**src/rtl/custom_result_writer_if.sv**
```systemverilog
// Handshake/bus bundle between the top-level FSM, the result writer and the
// shared single-port RAM.
interface custom_result_writer_if #(
  parameter int ADDR_W = 6,
  parameter int DATA_W = 8
);
  logic              en;
  logic [DATA_W-1:0] c11, c12, c21, c22;
  logic [ADDR_W-1:0] addr_o;
  logic [DATA_W-1:0] data_o;
  logic              we_o;
  logic [DATA_W-1:0] data_i;
  logic              is_done_o;
  logic              err_o;

  modport master (
    output en, c11, c12, c21, c22, data_i,
    input  addr_o, data_o, we_o, is_done_o, err_o
  );

  modport slave (
    input  en, c11, c12, c21, c22, data_i,
    output addr_o, data_o, we_o, is_done_o, err_o
  );
endinterface

```
**src/rtl/custom_result_writer.sv**
```systemverilog
// Writes the four 2x2 result bytes to consecutive RAM addresses, optionally
// reads them back and raises a sticky mismatch flag.
module custom_result_writer #(
  parameter int ADDR_W    = 6,
  parameter int DATA_W    = 8,
  parameter int BASE_ADDR = 60,
  parameter int VERIFY    = 1
) (
  input  logic                  clk,
  input  logic                  rst,
  custom_result_writer_if.slave bus
);
  typedef enum logic [2:0] {IDLE, WRITE, READ, CHECK, DONE} state_t;

  localparam logic [ADDR_W-1:0] BASE = ADDR_W'(BASE_ADDR);

  state_t                 state_q;
  logic [1:0]             idx_q;
  logic [3:0][DATA_W-1:0] r_q;
  logic                   err_q;
  logic                   we_q;
  logic                   done_q;
  logic [ADDR_W-1:0]      addr_q;
  logic [DATA_W-1:0]      data_q;

  // Address arithmetic truncates to ADDR_W, so runs near the top wrap to 0.
  function automatic logic [ADDR_W-1:0] addr_of(input logic [1:0] i);
    return BASE + ADDR_W'(i);
  endfunction

  // Outputs are registered alongside the state so nothing combinational
  // reaches the pins; each transition loads the values for the next cycle.
  always_ff @(posedge clk or posedge rst) begin
    if (rst) begin
      state_q <= IDLE;
      idx_q   <= '0;
      r_q     <= '0;
      err_q   <= 1'b0;
      we_q    <= 1'b0;
      done_q  <= 1'b0;
      addr_q  <= '0;
      data_q  <= '0;
    end else begin
      case (state_q)
        IDLE: begin
          if (bus.en) begin
            r_q     <= {bus.c22, bus.c21, bus.c12, bus.c11};
            err_q   <= 1'b0;
            idx_q   <= '0;
            state_q <= WRITE;
            we_q    <= 1'b1;
            addr_q  <= BASE;
            data_q  <= bus.c11;
          end
        end
        WRITE: begin
          if (idx_q == 2'd3) begin
            idx_q  <= '0;
            we_q   <= 1'b0;
            data_q <= '0;
            if (VERIFY != 0) begin
              state_q <= READ;
              addr_q  <= BASE;
            end else begin
              state_q <= DONE;
              addr_q  <= '0;
              done_q  <= 1'b1;
            end
          end else begin
            idx_q  <= idx_q + 2'd1;
            addr_q <= addr_of(idx_q + 2'd1);
            data_q <= r_q[idx_q + 2'd1];
          end
        end
        READ: begin
          // RAM data lags the address by one cycle: check the previous slot.
          if (idx_q != 2'd0 && bus.data_i != r_q[idx_q - 2'd1]) err_q <= 1'b1;
          if (idx_q == 2'd3) begin
            state_q <= CHECK;
          end else begin
            idx_q  <= idx_q + 2'd1;
            addr_q <= addr_of(idx_q + 2'd1);
          end
        end
        CHECK: begin
          if (bus.data_i != r_q[3]) err_q <= 1'b1;
          state_q <= DONE;
          idx_q   <= '0;
          addr_q  <= '0;
          done_q  <= 1'b1;
        end
        DONE: begin
          if (!bus.en) begin
            state_q <= IDLE;
            done_q  <= 1'b0;
          end
        end
        default: state_q <= IDLE;
      endcase
    end
  end

  assign bus.addr_o    = addr_q;
  assign bus.data_o    = data_q;
  assign bus.we_o      = we_q;
  assign bus.is_done_o = done_q;
  assign bus.err_o     = err_q;
endmodule

```
**src/flat_wrapper.sv**
```systemverilog
// flat-port wrapper written by rule: the top's interface ports become plain ports
module custom_result_writer_flat 
#(
  parameter int ADDR_W    = 6,
  parameter int DATA_W    = 8,
  parameter int BASE_ADDR = 60,
  parameter int VERIFY    = 1
)
  (clk, rst, bus_en, bus_c11, bus_c12, bus_c21, bus_c22, bus_data_i, bus_addr_o, bus_data_o, bus_we_o, bus_is_done_o, bus_err_o);
  custom_result_writer_if #(.ADDR_W(ADDR_W), .DATA_W(DATA_W)) bus_i ();
  input  logic clk;
  input  logic rst;
  input wire logic [$bits(bus_i.en)-1:0] bus_en;
  input wire logic [$bits(bus_i.c11)-1:0] bus_c11;
  input wire logic [$bits(bus_i.c12)-1:0] bus_c12;
  input wire logic [$bits(bus_i.c21)-1:0] bus_c21;
  input wire logic [$bits(bus_i.c22)-1:0] bus_c22;
  input wire logic [$bits(bus_i.data_i)-1:0] bus_data_i;
  output wire logic [$bits(bus_i.addr_o)-1:0] bus_addr_o;
  output wire logic [$bits(bus_i.data_o)-1:0] bus_data_o;
  output wire logic [$bits(bus_i.we_o)-1:0] bus_we_o;
  output wire logic [$bits(bus_i.is_done_o)-1:0] bus_is_done_o;
  output wire logic [$bits(bus_i.err_o)-1:0] bus_err_o;
  assign bus_i.en = bus_en;
  assign bus_i.c11 = bus_c11;
  assign bus_i.c12 = bus_c12;
  assign bus_i.c21 = bus_c21;
  assign bus_i.c22 = bus_c22;
  assign bus_i.data_i = bus_data_i;
  assign bus_addr_o = bus_i.addr_o;
  assign bus_data_o = bus_i.data_o;
  assign bus_we_o = bus_i.we_o;
  assign bus_is_done_o = bus_i.is_done_o;
  assign bus_err_o = bus_i.err_o;
  custom_result_writer #(.ADDR_W(ADDR_W), .DATA_W(DATA_W), .BASE_ADDR(BASE_ADDR), .VERIFY(VERIFY)) u_core (.clk(clk), .rst(rst), .bus(bus_i));
endmodule
```
**config.mk**
```make
export PLATFORM = sky130hd
export DESIGN_NAME = custom_result_writer_flat
export DESIGN_NICKNAME = d
export VERILOG_FILES = /design/src/rtl/custom_result_writer_if.sv /design/src/rtl/custom_result_writer.sv /design/src/flat_wrapper.sv
export SDC_FILE = /design/constraint.sdc
export NUM_CORES = 1
export LEC_CHECK = 0
export ABC_AREA = 1
export CORE_MARGIN = 8
export CORE_UTILIZATION = 56
export CTS_BUF_LIST = sky130_fd_sc_hd__clkbuf_2 sky130_fd_sc_hd__clkbuf_4 sky130_fd_sc_hd__clkbuf_8
export CTS_CLUSTER_DIAMETER = 120
export DETAILED_ROUTE_END_ITERATION = 8
export PLACE_DENSITY_LB_ADDON = 0.25
export SETUP_SLACK_MARGIN = 0.5
export SKIP_CTS_REPAIR_TIMING = 1
export SYNTH_ARGS = -nofsm -noshare
export SYNTH_HDL_FRONTEND = slang
export SYNTH_SLANG_ARGS = --single-unit
```
**constraint.sdc**
```tcl
create_clock -name clk -period 5.85 [get_ports clk]
set_input_delay 0.8775 -clock clk [delete_from_list [all_inputs] [get_ports clk]]
set_output_delay 0.8775 -clock clk [all_outputs]
set_load 0.05 [all_outputs]
```
# [After elaboration in Yosys (flattened, before gate mapping)]
# Cells that the tools add are included.
[totals] output_inout_bits=17 in_bits=43 regBits=54 word_cells=73
[classes] n_eq_ne=14 add_sub_neg=3 order_cmp=2 n_reduce_logical=14 n_mux=29
[op_table] cell="binary-select mux 8 bit (select 2 bit)" n=2
[op_table] cell="two-way mux 8 bit" n=4
[op_table] cell="case mux 6 bit (4 select lines)" n=1
[op_table] cell="two-way mux 6 bit" n=3
[op_table] cell="!= test 8 bit" n=2
[op_table] cell="case mux 8 bit (2 select lines)" n=1
[op_table] cell="case mux 3 bit (5 select lines)" n=1
[op_table] cell="two-way mux 3 bit" n=4
[op_table] cell="!= test 2 x 1 -> 1 bit, second input constant" n=4
[op_table] cell="case mux 2 bit (4 select lines)" n=1
[op_table] cell="AND reduction 4 bit" n=2
[op_table] cell="== test 3 x 2 -> 1 bit, second input constant" n=2
[op_table] cell="less-than comparator 2 x 3 -> 1 bit, second input constant" n=2
[op_table] cell="two-way mux 1 bit" n=6
[op_table] cell="two-way mux 2 bit" n=3
[op_table] cell="!= test 2 bit, second input constant" n=3
[op_table] cell="AND reduction 2 bit" n=3
[op_table] cell="AND reduction 3 bit" n=2
[op_table] cell="nonzero test 2 bit" n=3
[op_table] cell="adder 3 x 3 -> 4 bit, first input constant" n=1
[op_table] cell="case mux 1 bit (2 select lines)" n=2
[op_table] cell="nonzero test 4 bit" n=1
[op_table] cell="== test 3 x 1 -> 1 bit, second input constant" n=1
[op_table] cell="== test 3 bit, second input constant" n=1
[op_table] cell="other kinds (7)" n=7

# [Depth between registers and ports, before layout]
[logic_depth] ltp_word=7 mapped_depth=19 mapped_depth_nobuf=16

# [Worst setup path before layout]
# Ideal clock, no wire load.
[synth_timing] path_type="register to register" start="reg u_core.idx_q[0]" end="reg u_core.err_q, in the netlist u_core.bus.err_o" stages_incl_launch_ff=19 setup_ps=119 arrival_time_ps=1916 period_less_slack_ps=2035 path_slack_ps=3815 path_cell_list="dfrtp_1 -> buf_6 -> inv_6 -> buf_8 -> ha_1 -> buf_6 -> inv_4 -> buf_4 -> nand3_1 -> nand2_1 -> nand2_1 -> nand2_1 -> nand2_1 -> nor2_1 -> nand2_1 -> nand2_1 -> nand2_1 -> nand3_1 -> nand2_1"
[synth_between] elab_chain_cells=7 word_cells_on_any_way=8
[synth_rtl] item="start: declaration" line="custom_result_writer.sv:18" rtl="logic [1:0] idx_q;"
[synth_rtl] item="start signal: assignment" line="custom_result_writer.sv:70" rtl="idx_q <= idx_q + 2'd1;"
[synth_rtl] item="start signal: assignment" line="custom_result_writer.sv:81" rtl="idx_q <= idx_q + 2'd1;"
[synth_rtl] item="subtractor 2 x 1 -> 2 bit" line="custom_result_writer.sv:77" rtl="if (idx_q != 2'd0 && bus.data_i != r_q[idx_q - 2'd1]) err_q <= 1'b1;"
[synth_rtl] item="binary-select mux 8 bit (select 2 bit)" line="custom_result_writer.sv:77"
[synth_rtl] item="two-way mux 8 bit (not written as such)" line="custom_result_writer.sv:77"
[synth_rtl] item="!= test 8 bit" line="custom_result_writer.sv:77"
[synth_rtl] item="logical AND 1 bit *" line="custom_result_writer.sv:77"
[synth_rtl] item="!= test 2 x 1 -> 1 bit (no source line) *"
[synth_rtl] item="AND reduction 4 bit (no source line) *"
[synth_rtl] item="end signal: assignment" line="custom_result_writer.sv:48" rtl="err_q <= 1'b0;"
[synth_rtl] item="end signal: assignment" line="custom_result_writer.sv:77"
[synth_rtl] item="end signal: assignment" line="custom_result_writer.sv:86" rtl="if (bus.data_i != r_q[3]) err_q <= 1'b1;"
[synth_rtl] item="end: declaration" line="custom_result_writer.sv:20" rtl="logic err_q;"
# Every way passes the cells marked *; elsewhere a longest branch is shown, timed or not. The select of a mux whose other input is x is not followed.
# A chain may end at the register's enable or synchronous reset.

# [Worst setup path in the final report]
# Ends and elaborated chain as after synthesis.

==> run summary <==
• growth of design area from synthesis to finish: 24.2%
• IO buf count: 59
• list of cells traversed by the critical path: inv_6 -> ha_1 -> inv_4 -> nand3_1 -> nand2_1 -> nand2_1 -> nand2_1 -> inv_1 -> nand2_1 -> nor2_1 -> nand2_1 -> nand2_1 -> nand2_1 -> nand3_1 -> nand2_1
• number of sinks on the clock net: 51
• max_cap viols: 0
• vias in the first global route: 2533
• switching share of power: 49.9%
• Post-DRT Antenna Nets: 0
• sequential share of power: 33.1%
• fraction of layout instances using a drive strength above 1: 6.87%
• total I/O pin count: 60
• area leader, netlist: sky130_fd_sc_hd__dfrtp_1
• status: completed
• wire length of the first global-routing pass: 11.1 mm
• final-layout setup total negative slack: 0 ns
• initial core utilization: 58.1%
• max-slew violation total from the final report: 0
• number of rows created at floorplan: 25
• skew final: 0.00674 ns
• most common library cells after synthesis: 167 x sky130_fd_sc_hd__nand2_1, 55 x sky130_fd_sc_hd__nand3_1, 51 x sky130_fd_sc_hd__dfrtp_1, 23 x sky130_fd_sc_hd__inv_1, 14 x sky130_fd_sc_hd__nor2_1
• Slew @ Worst Pin: 1.03 ns
• Data arrival, critical path: 2.96 ns
• insertion delay of the later-clocked pin in the worst-skew pair: 0.31 ns
• DRT Wirelength: 6.47 mm
• Cell Count Post-Placement: 481
• tightest hold margin: 0.495 ns
• RSZ-0062 raised after global routing: no
• Mapped Cells: 369
• total design power: 1.98 mW
• clock tree buffer depth: 2
• post-route cell area: 3410 um^2
• Worst path slowest cell: sky130_fd_sc_hd__dfrtp_1
• critical path launch point type: flop
• Gate power share: 56.4%
• critical path capture point type: flop
• kind of path behind the tightest hold check: flop to flop
• setup slack of the most critical reg-to-reg path: 3.09 ns
• mean cell area of the mapped netlist: 7.43 um^2
• ratio of final minimum period to clock period: 47.1%
• net load switching power: 0.989 mW
• H-tree depth reported by CTS: 2
• Routed WL per cell: 13.2 um
• DP Area: 3310 um^2
• die height: 86.0 um
• final critical path time including I/O delays and setup: 2.76 ns
• CTS tree: yes
• Post-Syn Area: 2740 um^2
• number of non-filler instances in the completed layout: 489
• First-pass DRT Iterations: 4
• Die ar.: 7390 um^2
• Clk pin slew, worst setup/hold paths: 0.09 ns
• sequential element share of the synthesized area: 46.5%
• number of antenna violations at the first check in global routing: 0
• post-synthesis register bit count: 51
• final net count: 466
• count of flip-flops with a built-in enable after synthesis: 0
• Slew HR: 31.6%
• Area contributors post-synth: sky130_fd_sc_hd__dfrtp_1 47%, sky130_fd_sc_hd__nand2_1 23%, sky130_fd_sc_hd__nand3_1 10%, sky130_fd_sc_hd__inv_1 3.1%, sky130_fd_sc_hd__nor2_1 1.9%
• Power per Cell Area: 582 nW/um^2
• Max stage delay on crit path: 0.75 ns
• most used standard cell by instance count after synthesis: sky130_fd_sc_hd__nand2_1
• part of the power in the clock network: 10.5%
• crit path kind: flop to flop
• most used flip-flop cell after synthesis: sky130_fd_sc_hd__dfrtp_1
• Critical Path RT: 6.06 ns
• drc violations: 0
• pre-CTS setup slack: 2.96 ns
• final core occ: 72.1%
• number of different library cells in the post-synthesis netlist: 31
• Detailed Place HPWL: 4.89 mm
• vias post-DR: 2523
• global placement routability congestion: 0.865
• clock buffer count from CTS: 5
• master cell of the clock root buffer: sky130_fd_sc_hd__clkbuf_8
• setup violators final: 0
• Syn Nets: 414
• share of the synthesized area in the top cell type: 46.5%
• critical-path maximum fanout: 19
• Inserted Diodes: 0
• global route total overflow: 0
• synthesis warning total: 0
• Die W: 86.0 um
• maximum clock rate: 363 MHz
• largest net degree at the start of global routing: 52
• ys async rst share: 100%
• setup slack of the critical path after layout: 3.09 ns
• Crit path top cell by count: sky130_fd_sc_hd__nand2_1
• Leak: 1.72 nW
• Pint: 0.994 mW
• core region area: 4720 um^2
• maximum ir drop on the vdd rail: 0.258 mV
• number of endpoints with negative hold slack in the final report: 0
• overall routing resource usage: 18.4%
• detailed router's first-iteration violation count: 177
• detailed-route vias per instance: 5.16
-- final cells by class --
cell class	instances	area [um^2]
Clock buffer	5	68.8
Clock inverter	3	23.8
Fill cell	383	1320
Inverter	26	105
Multi-Input combinational cell	277	1250
Sequential cell	51	1280
Tap cell	67	83.8
Timing Repair Buffer	60	598
-- cell families (layout without fill, tap and decap cells) --
family	Yosys count	after routing	synth area share, %
simple gates	255	255	39.8
flops	51	51	46.5
buf+inv	41	94	7.85
compound gates	17	17	3.97
xor+xnor	3	3	0.958
fa+ha+maj	2	2	0.912
-- sequential cells by signal, indices dropped and copies added (netlist names) --
| register | flops |
|---|---|
| u_core.bus.err_o | 1 |
| u_core.idx_q | 2 |
| u_core.bus.is_done_o | 1 |
| u_core.bus.addr_o | 3 |
| u_core.bus.we_o | 1 |
| u_core.bus.data_o | 8 |
| u_core.r_q | 32 |
| u_core.state_q | 3 |
-- layer usage --
layer | share of wire [%] | routed length [um] | global-route usage, %
met1 | 43 | 2780 | 22.4
met2 | 50 | 3250 | 31.1
met3 | 5.2 | 334 | 4.30
met4 | 1.6 | 103 | 6.05
met5 | 0 | 0 | 0
-- placed cells by master, fill, tap and decap left out, types with 2 or more instances in the layout --
| master | count |
|---|---|
| sky130_fd_sc_hd__a21oi_1 | 2 |
| sky130_fd_sc_hd__clkbuf_8 | 5 |
| sky130_fd_sc_hd__clkdlybuf4s50_1 | 59 |
| sky130_fd_sc_hd__clkinvlp_4 | 2 |
| sky130_fd_sc_hd__dfrtp_1 | 51 |
| sky130_fd_sc_hd__ha_1 | 2 |
| sky130_fd_sc_hd__inv_1 | 22 |
| sky130_fd_sc_hd__inv_2 | 2 |
| sky130_fd_sc_hd__inv_6 | 2 |
| sky130_fd_sc_hd__nand2_1 | 167 |
| sky130_fd_sc_hd__nand2_2 | 7 |
| sky130_fd_sc_hd__nand3_1 | 55 |
| sky130_fd_sc_hd__nand3_2 | 5 |
| sky130_fd_sc_hd__nor2_1 | 14 |
| sky130_fd_sc_hd__nor2_2 | 2 |
| sky130_fd_sc_hd__nor3_1 | 2 |
| sky130_fd_sc_hd__o21ai_0 | 8 |
| sky130_fd_sc_hd__o22ai_1 | 2 |
| sky130_fd_sc_hd__xor2_1 | 2 |
-- worst paths after layout --
kind | startpoint | to | cells after the start
setup reg to reg | u_core.idx_q[0] | u_core.bus.err_o | 15
setup / recovery | u_core.idx_q[0] | u_core.bus.err_o | 15
hold / removal | u_core.r_q[16] | u_core.r_q[16] | 2
min in group asynchronous | rst | u_core.r_q[22] | 2
max in group asynchronous | rst | u_core.r_q[30] | 2
hold reg to reg | u_core.r_q[16] | u_core.r_q[16] | 2
-- power groups by stage --
stage / clock network [mW] / registers, mW / logic, mW
5_1_grt: 0.226 / 0.677 / 1.25
4_1_cts: 0.212 / 0.654 / 1.13
3_5_place_dp: 0 / 0.660 / 1.12
3_3_place_gp: 0 / 0.658 / 1.10
6_report: 0.208 / 0.656 / 1.12
2_1_floorplan: 0 / 0.760 / 0.762
-- critical path: cells and delay by family (launching register included) --
kind	cells	cell delay (ns)
adders and majority gates	1	0.74
DFF	1	0.75
buffers and inverters	3	0.42
and+or+nand+nor	11	0.74
No activity file was read; power rests on OpenSTA's default activity.
